--- config.mk ---
export PLATFORM = sky130hd
export DESIGN_NAME = control_unit
export DESIGN_NICKNAME = d
export VERILOG_FILES = /design/src/rtl/k_and_s_pkg.sv /design/src/rtl/control_unit.sv
export SDC_FILE = /design/constraint.sdc
export NUM_CORES = 1
export LEC_CHECK = 0
export CAP_MARGIN = 20
export CELL_PAD_IN_SITES_DETAIL_PLACEMENT = 0
export CELL_PAD_IN_SITES_GLOBAL_PLACEMENT = 2
export CORE_ASPECT_RATIO = 1.1
export CORE_MARGIN = 4
export CORE_UTILIZATION = 30
export CTS_CLUSTER_SIZE = 40
export DETAILED_ROUTE_END_ITERATION = 8
export GPL_ROUTABILITY_DRIVEN = 0
export PLACE_DENSITY = 0.82
export SYNTH_ARGS = -nofsm -noshare
export SYNTH_HDL_FRONTEND = slang
export SYNTH_SLANG_ARGS = --single-unit
--- constraint.sdc ---
create_clock -name clk -period 2.99 [get_ports clk]
set_input_delay 0.299 -clock clk [delete_from_list [all_inputs] [get_ports clk]]
set_output_delay 0.299 -clock clk [all_outputs]
set_load 0.05 [all_outputs]
--- src/rtl/k_and_s_pkg.sv ---
// Shared types for the K&S core: decoder output encoding, sequencer states, ALU opcodes.
// Pure declarations, no logic.
package k_and_s_pkg;

   typedef enum logic [4:0] {
      I_NOP    = 5'd0,
      I_LOAD   = 5'd1,
      I_STORE  = 5'd2,
      I_MOVE   = 5'd3,
      I_ADD    = 5'd4,
      I_SUB    = 5'd5,
      I_AND    = 5'd6,
      I_OR     = 5'd7,
      I_BRANCH = 5'd8,
      I_BZERO  = 5'd9,
      I_BNZERO = 5'd10,
      I_BNEG   = 5'd11,
      I_BNNEG  = 5'd12,
      I_BOV    = 5'd13,
      I_BNOV   = 5'd14,
      I_HALT   = 5'd15
   } decoded_instruction_type;

   typedef enum logic [3:0] {
      S_FETCH,
      S_IR_LOAD,
      S_DECODE,
      S_LOAD_RD,
      S_LOAD_WB,
      S_STORE,
      S_ALU,
      S_MOVE,
      S_BR_TAKE,
      S_RETIRE,
      S_HALT,
      S_STEP_WAIT
   } ctrl_state_t;

   localparam logic [1:0] ALU_OR  = 2'b00;
   localparam logic [1:0] ALU_ADD = 2'b01;
   localparam logic [1:0] ALU_SUB = 2'b10;
   localparam logic [1:0] ALU_AND = 2'b11;

endpackage

--- src/rtl/control_unit.sv ---
// Multi-cycle fetch/decode/execute sequencer for the K&S datapath; optional KS_SINGLE_STEP_EN stall after retire.
// Latency: MEM_RD_LAT+3 cycles (NOP/untaken), +1 for ALU/MOVE/STORE/taken branch, +MEM_RD_LAT+1 for LOAD.
// Backpressure: none; only step_req (single-step build) can hold the core between instructions.
module control_unit
   import k_and_s_pkg::*;
#(
   parameter int MEM_RD_LAT  = 1,
   parameter int INSTR_CNT_W = 16
) (
   input  logic                    clk,
   input  logic                    rst,
   input  decoded_instruction_type decoded_instruction,
   input  logic                    zero_op,
   input  logic                    neg_op,
   input  logic                    unsigned_overflow,
   input  logic                    signed_overflow,
`ifdef KS_SINGLE_STEP_EN
   input  logic                    step_req,
   output logic                    step_idle,
`endif
   output logic                    branch,
   output logic                    pc_enable,
   output logic                    ir_enable,
   output logic                    addr_sel,
   output logic                    c_sel,
   output logic [1:0]              operation,
   output logic                    write_reg_enable,
   output logic                    flags_reg_enable,
   output logic                    ram_write_enable,
   output logic                    halted,
   output logic [INSTR_CNT_W-1:0]  instr_count
);

   localparam int CNT_W = $clog2(MEM_RD_LAT + 1);
   localparam logic [CNT_W-1:0] LAT_LAST = CNT_W'(MEM_RD_LAT - 1);

   ctrl_state_t            state_q, state_d;
   logic [CNT_W-1:0]       wait_q, wait_d;
   logic [INSTR_CNT_W-1:0] count_q, count_d;

   // No branch in the ISA tests the unsigned carry flag.
   logic unused_flags;
   assign unused_flags = unsigned_overflow;

   function automatic logic cond_true(decoded_instruction_type ins, logic z, logic n, logic v);
      logic t;
      t = 1'b0;
      case (ins)
         I_BRANCH: t = 1'b1;
         I_BZERO:  t = z;
         I_BNZERO: t = !z;
         I_BNEG:   t = n;
         I_BNNEG:  t = !n;
         I_BOV:    t = v;
         I_BNOV:   t = !v;
         default:  t = 1'b0;
      endcase
      return t;
   endfunction

   always_ff @(posedge clk) begin
      if (rst) begin
         state_q <= S_FETCH;
         wait_q  <= '0;
         count_q <= '0;
      end else begin
         state_q <= state_d;
         wait_q  <= wait_d;
         count_q <= count_d;
      end
   end

   always_comb begin
      state_d = state_q;
      wait_d  = '0;
      count_d = count_q;
      case (state_q)
         S_FETCH: begin
            if (wait_q == LAT_LAST) state_d = S_IR_LOAD;
            else                    wait_d  = wait_q + CNT_W'(1);
         end
         S_IR_LOAD: state_d = S_DECODE;
         S_DECODE: begin
            case (decoded_instruction)
               I_LOAD:                    state_d = S_LOAD_RD;
               I_STORE:                   state_d = S_STORE;
               I_ADD, I_SUB, I_AND, I_OR: state_d = S_ALU;
               I_MOVE:                    state_d = S_MOVE;
               I_BRANCH, I_BZERO, I_BNZERO, I_BNEG, I_BNNEG, I_BOV, I_BNOV:
                  state_d = cond_true(decoded_instruction, zero_op, neg_op, signed_overflow)
                            ? S_BR_TAKE : S_RETIRE;
               I_HALT: begin
                  state_d = S_HALT;
                  count_d = count_q + INSTR_CNT_W'(1);
               end
               default:                   state_d = S_RETIRE;
            endcase
         end
         S_LOAD_RD: begin
            if (wait_q == LAT_LAST) state_d = S_LOAD_WB;
            else                    wait_d  = wait_q + CNT_W'(1);
         end
         S_LOAD_WB, S_STORE, S_ALU, S_MOVE, S_BR_TAKE: state_d = S_RETIRE;
         S_RETIRE: begin
            count_d = count_q + INSTR_CNT_W'(1);
`ifdef KS_SINGLE_STEP_EN
            state_d = S_STEP_WAIT;
`else
            state_d = S_FETCH;
`endif
         end
         S_STEP_WAIT: begin
`ifdef KS_SINGLE_STEP_EN
            if (step_req) state_d = S_FETCH;
`else
            state_d = S_FETCH;
`endif
         end
         S_HALT:  state_d = S_HALT;
         default: state_d = S_FETCH;
      endcase
   end

   // Strobes are forced low during reset so an abandoned instruction never writes.
   always_comb begin
      branch           = 1'b0;
      pc_enable        = 1'b0;
      ir_enable        = 1'b0;
      addr_sel         = 1'b0;
      c_sel            = 1'b0;
      operation        = ALU_OR;
      write_reg_enable = 1'b0;
      flags_reg_enable = 1'b0;
      ram_write_enable = 1'b0;
      halted           = 1'b0;
      instr_count      = '0;
`ifdef KS_SINGLE_STEP_EN
      step_idle        = 1'b0;
`endif
      if (!rst) begin
         instr_count = count_q;
         case (state_q)
            S_IR_LOAD: begin
               ir_enable = 1'b1;
               pc_enable = 1'b1;
            end
            S_LOAD_RD: addr_sel = 1'b1;
            S_LOAD_WB: begin
               addr_sel         = 1'b1;
               write_reg_enable = 1'b1;
            end
            S_STORE: begin
               addr_sel         = 1'b1;
               ram_write_enable = 1'b1;
            end
            S_ALU: begin
               c_sel            = 1'b1;
               write_reg_enable = 1'b1;
               flags_reg_enable = 1'b1;
               case (decoded_instruction)
                  I_ADD:   operation = ALU_ADD;
                  I_SUB:   operation = ALU_SUB;
                  I_AND:   operation = ALU_AND;
                  default: operation = ALU_OR;
               endcase
            end
            S_MOVE: begin
               c_sel            = 1'b1;
               write_reg_enable = 1'b1;
            end
            S_BR_TAKE: begin
               pc_enable = 1'b1;
               branch    = 1'b1;
            end
            S_HALT: halted = 1'b1;
`ifdef KS_SINGLE_STEP_EN
            S_STEP_WAIT: step_idle = 1'b1;
`endif
            default: ;
         endcase
      end
   end

endmodule
**Word-level counts from Yosys, hierarchy flattened**

Cells that the tools add are included.
Widths: inputs -> output; s select.

- $add $sub $neg: 2
- Eq/ne operators: 28
- Muxes and demuxes: 32
- Bitwise operators: 2
- Reduce and logical (&&, ||, !) cells: 16

Operator list:

| operator | number |
|---|---|
| $pmux 4 s6 | 2 |
| $eq 5x4->1 const B | 8 |
| $mux 16 | 2 |
| $pmux 16 s2 | 1 |
| $mux 1 | 21 |
| $eq 5x3->1 const B | 4 |
| $add 16x1->16 const B | 1 |
| $eq 4x3->1 const B | 4 |
| $eq 4x4->1 const B | 3 |
| $eq 5x2->1 const B | 2 |
| $reduce_or 3->1 | 3 |
| $eq 4x2->1 const B | 2 |
| $mux 4 | 2 |
| $pmux 1 s7 | 1 |
| $reduce_or 7->1 | 1 |
| $pmux 2 s3 | 1 |
| $reduce_or 2->1 | 3 |
| $eq 5x1->1 const B | 1 |
| $reduce_or 5->1 | 1 |
| $eq 4x1->1 const B | 1 |
| $logic_not 4->1 | 1 |
| $mux 2 | 2 |
| $ne 2x2->1 const B | 2 |
| $reduce_and 2->1 | 2 |
| other kinds (6) | 9 |

- Register bits after elaboration: 21
- Input bits: 11
- Logic and storage cells: 83

**Depth between registers and ports, before layout**

- Depth in word-level cells: 7
- Mapped depth: 6
- Mapped depth without buffers: 5

**Least setup slack after synthesis**

Ideal clock, no wire load.

- Path type: input-to-output
- Start: input port rst
- End: output port pc_enable
- Arrival: 2781 ps
- Required time: 2691 ps
- Path slack: -90 ps
- Stages: 4
- Path buffers: 1
- Cell sequence: clkbuf_1 nor2_1 nor4b_1 or2_2

- Longest elaborated chain between the ends: 1

RTL lines:

| what | RTL line | RTL |
|---|---|---|
| start: declaration | control_unit.sv:11 | `input logic rst,` |
| $mux 1 | control_unit.sv:140 | `if (!rst) begin` |
| end: declaration | control_unit.sv:22 | `output logic pc_enable,` |

Every way passes these cells.

**Final worst setup path**

- Start: input port rst
- End: output port operation[0]

- Longest elaborated chain between the ends: 1

RTL lines:

| what | RTL line | RTL |
|---|---|---|
| $mux 2 | control_unit.sv:140 |  |
| end: declaration | control_unit.sv:26 | `output logic [1:0] operation,` |

Every way passes these cells.

==> results.txt <==
The run finished with clean final reports. Summed over all instances, the cell type with the most area after synthesis is dfxtp_1. Global routing used 12.5% of the available tracks across all layers. The via density per instance came out at 5.19.

The number of instances in the synthesized netlist came out at 178. After synthesis, the cell types taking the most area are dfxtp_1, mux2_2, nor2b_1, nor2_1, nor3_1. The worst setup path is captured at an output port. The wire length of the first global-routing pass came out at 6.07 mm. The number of nets with antenna violations after routing is 0. The largest single stage delay on the critical path is 0.61 ns. The worst-case IR drop observed on VDD is 0.145 mV. The worst setup timing slack at the placement stage came out at 0.694 ns.

Net switching is 29.5% of the power. The fraction of layout instances using a drive strength above 1 came out at 27.6%. The aggregate routed wire length is 3.57 mm. The critical path goes through clkdlybuf4s50_1, and4b_1, nand2_1, nor4_1, buf_12.

The number of buffers created by CTS came out at 3. The number of different library cells used by synthesis comes to 48. The clock passes through at most 2 buffers. The floorplan die height is 81.3 um. After detailed routing, the number of remaining DRC violations is 0.

The number of failing hold endpoints at the final stage came out at 0. For the finished layout, the period the worst path requires is 2.30 ns. The count of input and output buffers is 36. The count of maximum capacitance violations is 0. The register share of total power is 48.7%. Across all setup checks in the final design, the least slack found is 0.686 ns.

The top cell type's share of synthesized area is 28.7%. The horizontal extent of the die came out at 74.7 um. The overall power after layout is 622 uW. The number of nets produced by synthesis is 190. The insertion delay of the later-clocked pin in the worst-skew pair is 0.26 ns.

The total number of yosys warnings is 0. The internal cell power is 438 uW. The largest clock skew in the final design is 0.00443 ns. The required arrival time at the worst endpoint came out at 2.69 ns. The number of synthesized register bits came out at 21. The worst hold-check path type is reg -> reg.

The number of antenna repair diodes is 0. The final worst-path cycle share came out at 77.1%. Once layout is complete, the utilization of the core stands at 40.9%. The kind of start point of the critical path is an input port. Setup repair after global routing left no endpoint under its margin. The floorplan has 26 rows. The post-cts gate resize count is 0. TritonCTS built the clock tree. Along the worst path, the maximum fanout reaches 10. The violation count after the first detailed-routing iteration came out at 52. The vias after detailed routing came out at 1345. For this design the static power due to leakage is 0.750 nW. The number of global-route vias before repair came out at 1269. In this run, synthesis inferred 0 flip-flops with an integrated enable.

The power density normalized to cell area is 325 nW/um^2. For this design, the slowest cell found on the critical path is clkdlybuf4s50_1. The worst relative slew slack is 58.0%. In the synthesized netlist the dominant register cell turns out to be dfxtp_1. The clock slew at the register clock pins of the worst setup and hold paths came out at 0.08 ns. Counting flops with an async set or reset pin after synthesis yields a share of 0%.

The share of the Yosys chip area taken by registers is 28.7%. The floorplan step defined a die boundary enclosing 6070 um^2. The critical path in this run is classified as in -> out. The final number of max-transition violations is 0. The setup violation total in the final timing report came out at 0. The switching power is 184 uW. The initial antenna violation count is 0. The initial core utilization is 31.3%. The placeable core region came out at 4680 um^2. The count of hold-fix buffers inserted at cts came out at 0. The cell area after technology mapping is 1470 um^2. The cell sitting at the root of the clock tree is a clkbuf_8. For the worst setup path, the data arrival time is 2.01 ns. The largest net degree at the start of global routing came out at 29. The achievable frequency came out at 434 MHz. The count of pins on the block boundary is 38. The per-instance average area after synthesis is 8.24 um^2.

The final net count is 216. The area added between synthesis and finish is 30.6%. For the pin with the worst max-slew slack, the measured transition is 0.624 ns. The clock net sink count is 21. The number of search-and-repair iterations in the first detailed-routing pass is 4.

The power share of the combinational group came out at 20.6%. The detailed placement HPWL came out at 2.68 mm. The average routed wire per standard cell came out at 13.8 um. Sorting the synthesized cells by how often they occur yields dfxtp_1, nor2_1, nor2b_1, mux2_2, nor3_1. The H-tree depth is 1. The aggregate global routing overflow came out at 0. Per report_power, the clock group accounts for 30.7% of the total.

The post-CTS setup-driven buffer insertion count is 0.
[layout make-up]
cell class                      count  area (um^2)
Timing Repair Buffer               38          433
Sequential cell                    21          420
Fill cell                         481         2770
Tap cell                           56         70.1
Clock buffer                        3         41.3
Clock inverter                      1         5.00
Inverter                            2         7.51
Multi-Input combinational cell    138          938
[worst max-delay path, delay by kind of cell]
kind          cells  cell delay (ns)
buf+inv           2             0.81
simple gates      3             0.89
[kinds of logic after synthesis]
family / share of synthesized area (%)
buffers and inverters: 8.19
AOI/OAI and AO/OA: 12.3
adders and majority gates: 0.853
and+or+nand+nor: 37.7
DFF: 28.7
xor gates and xnor gates: 0.597
muxes: 11.4
other: 0.256
[registers in the layout (all words and copies together) (netlist names)]
register  flops
count_q      16
state_q       4
wait_q        1
[final timing paths]
kind	start	to	slack [ns]	cells after the start
max	rst	operation[0]	0.69	5
min	count_q[1]$_SDFFE_PP0P_	count_q[1]$_SDFFE_PP0P_	0.53	2
max reg2reg	state_q[0]$_SDFFE_PP0P_	count_q[14]$_SDFFE_PP0P_	1.06	4
min reg2reg	count_q[1]$_SDFFE_PP0P_	count_q[1]$_SDFFE_PP0P_	0.53	2
[layout by cell type, fill, tap and decap left out, types with 2 or more instances in the layout]
master | Yosys | layout
nor4b_2 | 1 | 2
and4_1 | 2 | 2
o31ai_1 | 2 | 2
mux2_2 | 14 | 14
and3_1 | 5 | 5
nor3b_1 | 4 | 4
buf_4 | 3 | 19
inv_1 | 2 | 2
nand4_1 | 4 | 4
nand2b_1 | 2 | 2
or2_2 | 2 | 2
nor2_1 | 21 | 21
and4b_1 | 2 | 2
nand2_1 | 6 | 6
nor4_1 | 3 | 2
dfxtp_1 | 21 | 21
nor2b_1 | 17 | 17
a21oi_1 | 5 | 5
nand3_1 | 7 | 7
nor3_1 | 11 | 11
clkdlybuf4s50_1 | 0 | 9
clkbuf_8 | 1 | 3
o21ai_0 | 7 | 7
buf_12 | 0 | 10
[routing by layer]
layer / routed length (um) / track usage, % / up-vias
met3: 179 / 2.48 / 2
met4: 28 / 3.20 / 0
met2: 1770 / 20.3 / 29
met1: 1590 / 16.7 / 633
met5: 0 / 0 / -
li1: - / - / 681
[power groups by stage]
stage                     Combinational (mW)  Sequential, mW  Clock, mW
after floorplan                       0.0990           0.297          0
after global placement                 0.126           0.310          0
after detailed placement               0.129           0.309          0
after CTS                              0.129           0.303      0.197
after global routing                   0.141           0.306      0.207
final                                  0.128           0.303      0.191
[through the flow]
| stage | cell area [um^2] | setup TNS, ns | cells | hold slack, ns |
|---|---|---|---|---|
| floorplan | 1480 | -0.00513 | 178 | 0.491 |
| global placement | 1870 | 0 | 255 | 0.512 |
| detailed placement | 1870 | 0 | 255 | 0.520 |
| CTS | 1920 | 0 | 259 | 0.531 |
| global route | 1920 | 0 | 259 | 0.583 |
| finish | 1920 | 0 | 259 | 0.532 |
Note: power is estimated with default switching activity, not from simulation.
